File: config.mk
export PLATFORM = sky130hd
export DESIGN_NAME = mem_stage_sram_ctrl_flat
export DESIGN_NICKNAME = d
export VERILOG_FILES = /design/src/rtl/mem_stage_sram_ctrl_if.sv /design/src/rtl/mem_stage_sram_ctrl.sv /design/src/flat_wrapper.sv
export SDC_FILE = /design/constraint.sdc
export NUM_CORES = 1
export LEC_CHECK = 0
export CAP_MARGIN = 20
export CELL_PAD_IN_SITES_DETAIL_PLACEMENT = 0
export CELL_PAD_IN_SITES_GLOBAL_PLACEMENT = 2
export CORE_MARGIN = 2
export CORE_UTILIZATION = 29
export DETAILED_ROUTE_END_ITERATION = 12
export PLACE_DENSITY_LB_ADDON = 0.2
export SLEW_MARGIN = 20
export SYNTH_ARGS = -nofsm -noshare
export SYNTH_HDL_FRONTEND = slang
export SYNTH_SLANG_ARGS = --single-unit
File: constraint.sdc
create_clock -name clk -period 2.65 [get_ports clk]
set_input_delay 0.795 -clock clk [delete_from_list [all_inputs] [get_ports clk]]
set_output_delay 0.795 -clock clk [all_outputs]
set_load 0.01 [all_outputs]
File: src/rtl/mem_stage_sram_ctrl_if.sv
// ---------------------------------------------------------------------------
// mem_stage_sram_ctrl_if
//
// Bundles the signals of the memory-access stage controller. The pipeline
// side and the external SRAM side share one interface instance.
//
//   Pipeline side
//     mem_r_en     load request from the EXE stage register
//     mem_w_en     store request from the EXE stage register
//     alu_res[31:0] byte address from the ALU
//     st_val[31:0]  store data
//     mem_val[31:0] loaded word (registered)
//     ready         1 = no access pending or access completing this cycle
//   SRAM side
//     sram_addr[17:0]   half-word address
//     sram_dq_out[15:0] write data
//     sram_dq_oe        1 = drive sram_dq_out onto the SRAM bus
//     sram_dq_in[15:0]  read data
//     sram_we_n         write enable, active low
//
// Modports: master = pipeline + SRAM environment, slave = controller.
// ---------------------------------------------------------------------------
interface mem_stage_sram_ctrl_if;
  logic        mem_r_en;
  logic        mem_w_en;
  logic [31:0] alu_res;
  logic [31:0] st_val;
  logic [31:0] mem_val;
  logic        ready;
  logic [17:0] sram_addr;
  logic [15:0] sram_dq_out;
  logic        sram_dq_oe;
  logic [15:0] sram_dq_in;
  logic        sram_we_n;

  modport master (
    output mem_r_en, mem_w_en, alu_res, st_val, sram_dq_in,
    input  mem_val, ready, sram_addr, sram_dq_out, sram_dq_oe, sram_we_n
  );

  modport slave (
    input  mem_r_en, mem_w_en, alu_res, st_val, sram_dq_in,
    output mem_val, ready, sram_addr, sram_dq_out, sram_dq_oe, sram_we_n
  );
endinterface

File: src/rtl/mem_stage_sram_ctrl.sv
// ---------------------------------------------------------------------------
// mem_stage_sram_ctrl
//
// Memory-access stage of the pipeline. Each 32-bit load or store becomes two
// sequential 16-bit accesses on an external asynchronous SRAM, low half
// first. Each half phase lasts SRAM_WAIT+1 cycles. ready is low while an
// access is in flight (the top level uses ~ready as the pipeline freeze) and
// high for the single DONE cycle in which the access completes.
//
// Parameters
//   SRAM_WAIT  extra wait cycles per half access, 0..7
//   BASE_ADDR  byte address mapped to SRAM word 0
//
// Ports
//   clk  rising-edge clock
//   rst  asynchronous active-low reset
//   bus  mem_stage_sram_ctrl_if.slave (pipeline request/response + SRAM pins)
// ---------------------------------------------------------------------------
module mem_stage_sram_ctrl #(
  parameter int unsigned SRAM_WAIT = 1,
  parameter int unsigned BASE_ADDR = 1024
) (
  input logic                  clk,
  input logic                  rst,
  mem_stage_sram_ctrl_if.slave bus
);

  typedef enum logic [1:0] {
    IDLE = 2'd0,
    LOW  = 2'd1,
    HIGH = 2'd2,
    DONE = 2'd3
  } state_e;

  localparam logic [2:0]  WAIT_C = 3'(SRAM_WAIT);
  localparam logic [31:0] BASE_C = 32'(BASE_ADDR);

  state_e      state_q,  state_d;
  logic [2:0]  cnt_q,    cnt_d;
  logic        wr_q,     wr_d;
  logic [16:0] word_q,   word_d;
  logic [31:0] st_val_q, st_val_d;
  logic [31:0] mem_val_q, mem_val_d;
  logic [17:0] addr_q,   addr_d;
  logic [15:0] dq_out_q, dq_out_d;
  logic        oe_q,     oe_d;
  logic        we_n_q,   we_n_d;

  logic        req;
  logic        last;
  logic [16:0] word_in;

  assign req  = bus.mem_r_en | bus.mem_w_en;
  assign last = (cnt_q == WAIT_C);

  // 32-bit subtract wraps on underflow; byte offset bits [1:0] are dropped
  assign word_in = 17'((bus.alu_res - BASE_C) >> 2);

  // SRAM pins are registered: the first half's address/data are loaded on
  // the IDLE->LOW edge so they are stable for the whole LOW phase.
  always_comb begin
    state_d   = state_q;
    cnt_d     = cnt_q;
    wr_d      = wr_q;
    word_d    = word_q;
    st_val_d  = st_val_q;
    mem_val_d = mem_val_q;
    addr_d    = addr_q;
    dq_out_d  = dq_out_q;
    oe_d      = oe_q;
    we_n_d    = we_n_q;

    case (state_q)
      IDLE: begin
        if (req) begin
          wr_d     = bus.mem_w_en;
          word_d   = word_in;
          st_val_d = bus.st_val;
          cnt_d    = '0;
          addr_d   = {word_in, 1'b0};
          dq_out_d = bus.st_val[15:0];
          oe_d     = bus.mem_w_en;
          we_n_d   = ~bus.mem_w_en;
          state_d  = LOW;
        end
      end

      LOW: begin
        if (last) begin
          if (!wr_q) begin
            mem_val_d[15:0] = bus.sram_dq_in;
          end
          cnt_d    = '0;
          addr_d   = {word_q, 1'b1};
          dq_out_d = st_val_q[31:16];
          state_d  = HIGH;
        end else begin
          cnt_d = cnt_q + 3'd1;
        end
      end

      HIGH: begin
        if (last) begin
          if (!wr_q) begin
            mem_val_d[31:16] = bus.sram_dq_in;
          end
          cnt_d   = '0;
          oe_d    = 1'b0;
          we_n_d  = 1'b1;
          state_d = DONE;
        end else begin
          cnt_d = cnt_q + 3'd1;
        end
      end

      DONE: begin
        state_d = IDLE;
      end

      default: begin
        state_d = IDLE;
      end
    endcase
  end

  always_ff @(posedge clk or negedge rst) begin
    if (!rst) begin
      state_q   <= IDLE;
      cnt_q     <= '0;
      wr_q      <= 1'b0;
      word_q    <= '0;
      st_val_q  <= '0;
      mem_val_q <= '0;
      addr_q    <= '0;
      dq_out_q  <= '0;
      oe_q      <= 1'b0;
      we_n_q    <= 1'b1;
    end else begin
      state_q   <= state_d;
      cnt_q     <= cnt_d;
      wr_q      <= wr_d;
      word_q    <= word_d;
      st_val_q  <= st_val_d;
      mem_val_q <= mem_val_d;
      addr_q    <= addr_d;
      dq_out_q  <= dq_out_d;
      oe_q      <= oe_d;
      we_n_q    <= we_n_d;
    end
  end

  // Low in the IDLE cycle that first sees a request so the freeze applies
  // to that same cycle.
  assign bus.ready       = (state_q == DONE) || ((state_q == IDLE) && !req);
  assign bus.mem_val     = mem_val_q;
  assign bus.sram_addr   = addr_q;
  assign bus.sram_dq_out = dq_out_q;
  assign bus.sram_dq_oe  = oe_q;
  assign bus.sram_we_n   = we_n_q;

endmodule
File: src/flat_wrapper.sv
// flat-port wrapper written by rule: the top's interface ports become plain ports
module mem_stage_sram_ctrl_flat 
#(
  parameter int unsigned SRAM_WAIT = 1,
  parameter int unsigned BASE_ADDR = 1024
)
  (clk, rst, bus_mem_r_en, bus_mem_w_en, bus_alu_res, bus_st_val, bus_sram_dq_in, bus_mem_val, bus_ready, bus_sram_addr, bus_sram_dq_out, bus_sram_dq_oe, bus_sram_we_n);
  mem_stage_sram_ctrl_if bus_i ();
  input logic clk;
  input logic rst;
  input wire logic [$bits(bus_i.mem_r_en)-1:0] bus_mem_r_en;
  input wire logic [$bits(bus_i.mem_w_en)-1:0] bus_mem_w_en;
  input wire logic [$bits(bus_i.alu_res)-1:0] bus_alu_res;
  input wire logic [$bits(bus_i.st_val)-1:0] bus_st_val;
  input wire logic [$bits(bus_i.sram_dq_in)-1:0] bus_sram_dq_in;
  output wire logic [$bits(bus_i.mem_val)-1:0] bus_mem_val;
  output wire logic [$bits(bus_i.ready)-1:0] bus_ready;
  output wire logic [$bits(bus_i.sram_addr)-1:0] bus_sram_addr;
  output wire logic [$bits(bus_i.sram_dq_out)-1:0] bus_sram_dq_out;
  output wire logic [$bits(bus_i.sram_dq_oe)-1:0] bus_sram_dq_oe;
  output wire logic [$bits(bus_i.sram_we_n)-1:0] bus_sram_we_n;
  assign bus_i.mem_r_en = bus_mem_r_en;
  assign bus_i.mem_w_en = bus_mem_w_en;
  assign bus_i.alu_res = bus_alu_res;
  assign bus_i.st_val = bus_st_val;
  assign bus_i.sram_dq_in = bus_sram_dq_in;
  assign bus_mem_val = bus_i.mem_val;
  assign bus_ready = bus_i.ready;
  assign bus_sram_addr = bus_i.sram_addr;
  assign bus_sram_dq_out = bus_i.sram_dq_out;
  assign bus_sram_dq_oe = bus_i.sram_dq_oe;
  assign bus_sram_we_n = bus_i.sram_we_n;
  mem_stage_sram_ctrl #(.SRAM_WAIT(SRAM_WAIT), .BASE_ADDR(BASE_ADDR)) u_core (.clk(clk), .rst(rst), .bus(bus_i));
endmodule
# Word-level counts from Yosys, hierarchy flattened
# Cells that the tools add are included.
# totals
input_bits,84
latchBits,0
ram_bits,0
output_inout_bits,69
mem_count,0
word_cells,57
rom_bits,0
ff_bits,123
# classes
shifts,0
n_lt_le_gt_ge,0
div,0
n_mux,19
n_reduce_logical,15
addsub,2
eq_ne,7
mul,0
bitwise_logic,3
# ops
op,count
$mux W18,2
$pmux W18 S2,1
$mux W16,2
$pmux W16 S2,1
$sub A19 B11 Y19 const B,1
$reduce_and A3 Y1,5
$pmux W2 S4,1
$mux W2,3
$mux W3,2
$ne A2 B1 Y1 const B,3
$pmux W3 S2,1
$reduce_bool A2 Y1,3
$eq A2 B2 Y1 const B,2
$mux W1,4
$pmux W1 S2,2
$reduce_and A2 Y1,2
$add A3 B1 Y3 const B,1
$eq A3 B1 Y1 const B,1
$eq A2 B1 Y1 const B,1
$logic_not A2 Y1,1
$not A1 Y1,2
$reduce_or A2 Y1,1
$logic_and A1 B1 Y1,1
$logic_not A1 Y1,1
2 further kinds,2

# Depth between registers and ports, before layout
# logic_depth
ltp_word,4
ltp_mapped,9
ltp_nobuf,6

# Least setup slack after synthesis
# OpenSTA, ideal clock, no wires.
# synth_timing
path_type,input port to output port
startpoint,in bus_mem_w_en
endpoint,out bus_ready
n_path_buf,1
required_ns,1.855
setup_slack_ns,0.320
cell_stages,3
t_arrival_ns,1.535
cell_sequence,or3b_2 clkbuf_1 nand2b_1
# synth_via
elab_chain_cells,4
# synth_lines
item,line,rtl
from (decl),flat_wrapper.sv:12,input wire logic [$bits(bus_i.mem_w_en)-1:0] bus_mem_w_en;
$or A1 B1 Y1,mem_stage_sram_ctrl.sv:53,assign req = bus.mem_r_en | bus.mem_w_en;
$logic_not A1 Y1,mem_stage_sram_ctrl.sv:154,assign bus.ready = (state_q == DONE) || ((state_q == IDLE) && !req);
$logic_and A1 B1 Y1,mem_stage_sram_ctrl.sv:154,
$logic_or A1 B1 Y1,mem_stage_sram_ctrl.sv:154,
to (decl),flat_wrapper.sv:17,output wire logic [$bits(bus_i.ready)-1:0] bus_ready;
# No other way between the ends.

# Worst setup path after layout
# layout_timing
startpoint,in bus_mem_r_en
endpoint,out bus_ready
# layout_via
elab_chain_cells,4
# layout_lines
item,line,rtl
from (decl),flat_wrapper.sv:11,input wire logic [$bits(bus_i.mem_r_en)-1:0] bus_mem_r_en;
$or A1 B1 Y1,mem_stage_sram_ctrl.sv:53,
$logic_not A1 Y1,mem_stage_sram_ctrl.sv:154,
$logic_and A1 B1 Y1,mem_stage_sram_ctrl.sv:154,
$logic_or A1 B1 Y1,mem_stage_sram_ctrl.sv:154,
# No other way between the ends.

==> impl_metrics.csv <==
group,metric,value,unit
run_status,status,"finished, final reports clean",
grt,grt_max_degree,108,
layout,antenna_cells,0,
routing,via_count,3268,
yosys,synth_area,4592,sq um
cts,h-tree-depth,3,
grt,first_global_vias,3343,
yosys,synth.distinct_cells,39,
routing,drc_errors,0,
floorplanning,die_height,129.8,microns
layout,syn_to_final_growth,43.68,%
routing,drt-initial-drc-count,180,
grt,grt_pass1_wl,17430,microns
yosys,synth_fp_nets,463,
timing,finClkSkew,0.005749,ns
placement,io_buffer_count,137,
power_and_ir_drop,power.density,1256,nW/um^2
floorplanning,core,15310,sq um
floorplanning,dieArea,16860,sq um
routing,first_pass_iters,4,
routing,via_per_inst,4.464,
yosys,syn_inst,373,
routing,wl_per_cell,15.18,microns
timing,fmax,386.5,MHz
grt,grt.total_usage,13.50,%
layout,fin_util,43.08,%
worst_hold_path,min_path_type,"reg -> reg",
cts,cts_sinks,107,
yosys,synth-seq-area-share,58.34,%
worst_setup_path,end_kind,"primary output",
worst_setup_path,cp.required,1.86,ns
yosys,synth_top_flop_cell,"dfrtp_1",
worst_setup_path,worstSetupStartpointType,"primary input",
cts,clk_latency,0.35,ns
yosys,syn_avg_cell_area,12.31,sq um
timing,slew_headroom,60.91,%
cts,cts_buffers,9,
layout,nets,606,
timing,period_share,97.63,%
timing,worst_pin_slew,0.5864,ns
timing,layout_setup_ws,0.06289,ns
routing,antenna_left,0,
timing,fin_tns_setup,0,ns
timing,final_hold_viol_count,0,
cts,cts_tree,"built",
cts,clkTransAtPathRegs,0.07,ns
power_and_ir_drop,vdd_drop_max,0.0004361,V
cts,ctsHoldBuffers,0,
cts,cts_setup_buffers,0,
yosys,synth_edf_count,0,
flow_run,cap_violations,0,
worst_setup_path,crit_arrival,1.79,ns
cts,cts_buffer_depth,2,
routing,wirelength,11110,microns
worst_setup_path,critPathKind,"in -> out",
cts,cts_resized,5,
worst_setup_path,cp_max_fo,2,
grt,antenna_found_initial,0,
grt,grt-ovfl-total,0,
placement,gp_congestion,0.7400,
layout,final_layout_size_suffix_gt1_share,18.62,%
layout,final_cells,732,
yosys,ys_warn_count,0,
timing,hold_ws,0.4837,ns
placement,dp_slack,-0.4733,ns
yosys,async_flop_share,100.0,%
yosys,ys_seq_elements,107,
placement,dp_cells,716,
cts,clockRootBuffer,"clkbuf_16",
floorplanning,std_cell_rows,45,
timing,fin_crit,2.587,ns
timing,setup_viol_count_final,0,
placement,dp_hpwl,7671,microns
timing,maxSlewViolCount,0,
floorplanning,initial_core_util,29.98,%
floorplanning,ios,153,
timing,rsz0062_at_grt,"false",
power_and_ir_drop,leakagePower,0.002764,uW
floorplanning,die_x,129.8,microns
[final timing paths]
check	start	to	slack [ns]	cells after the start
worst max register to register	u_core.state_q[1]	u_core.bus.mem_val[0]	0.73	5
max in group asynchronous	rst	u_core.bus.mem_val[0]	1.70	2
worst min-delay path	u_core.word_q[15]	u_core.word_q[15]	0.48	2
worst min register to register	u_core.word_q[15]	u_core.word_q[15]	0.48	2
worst max-delay path	bus_mem_r_en	bus_ready	0.06	4
min in group asynchronous	rst	u_core.bus.sram_dq_out[11]	0.51	2
[cells in the final DEF, fill, tap and decap left out, types with 5 or more instances in the layout]
master           count
clkdlybuf4s50_1    134
dfrtp_1            106
mux2_2              56
nand2_1             48
mux2i_1             25
o21ai_0             23
o21ai_1             21
buf_4               11
nor2_1              10
clkbuf_16            9
inv_1                7
a21oi_1              7
xnor2_1              5
nand3_1              5
ha_1                 5
[routing by layer]
layer  track usage [%]  up-vias  share of wire, %
met4             5.313        0               1.5
met5                 0        -                 0
met1             17.51     1594                47
met2             21.68       82                46
met3             3.526       12               4.8
li1                  -     1580                 -
[kinds of logic after synthesis]
group	Yosys count	synth area share [%]
flops	107	58.34
mux	83	19.67
fa+ha+maj	6	1.635
buf+inv	26	3.106
compound gates	66	8.256
xor+xnor	7	1.335
simple gates	78	7.657
[through the flow]
step / cell area, sq um / power (uW)
global placement: 6279 / 6845
CTS: 6595 / 8427
detailed placement: 6279 / 6951
finish: 6598 / 8285
global route: 6598 / 8894
floorplan: 4592 / 5096
[Yosys cell counts, drive strengths merged, types with 4 or more instances]
cell type    n  area share (%)
dfrtp      106              58
mux2        58              14
nand2       50             4.2
o21ai       45             4.9
mux2i       25             5.4
nor2        11             1.1
clkbuf      10            0.87
buf          9             1.7
a21oi        7            0.76
inv          7            0.57
ha           6             1.6
nand3        5            0.54
xnor2        5            0.95
o211ai       4            0.65
[flip-flops by register name (all words and copies together) (netlist names)]
signal and count:
u_core.bus.mem_val 32, u_core.bus.sram_dq_oe 1, u_core.wr_q 1, u_core.st_val_q 16
u_core.bus.sram_dq_out 16, u_core.bus.sram_addr 18, u_core.word_q 17, u_core.bus.sram_we_n 1
u_core.cnt_q 3, u_core.state_q 2
[layout make-up]
| type | instances | area, sq um |
|---|---|---|
| well taps | 211 | 264.0 |
| multi-input cells | 240 | 1788 |
| inverters | 7 | 26.28 |
| fillers | 1453 | 8717 |
| repair buffers | 151 | 1521 |
| clock inverters | 5 | 86.33 |
| flip-flops and latches | 107 | 2679 |
| clock buffers | 11 | 232.7 |
[power breakdown]
| part | leakage [uW] | switching (uW) | internal, uW |
|---|---|---|---|
| Combinational | 0.00133 | 1770 | 2160 |
| Sequential | 0.00128 | 420 | 2470 |
| Clock | 0.000148 | 625 | 837 |
[critical path, stage by stage]
cell and delay [ns]:
clkdlybuf4s50_1 0.42, or3b_4 0.38, nand2b_1 0.07, buf_2 0.12
No activity file was read; power rests on OpenSTA's default activity.
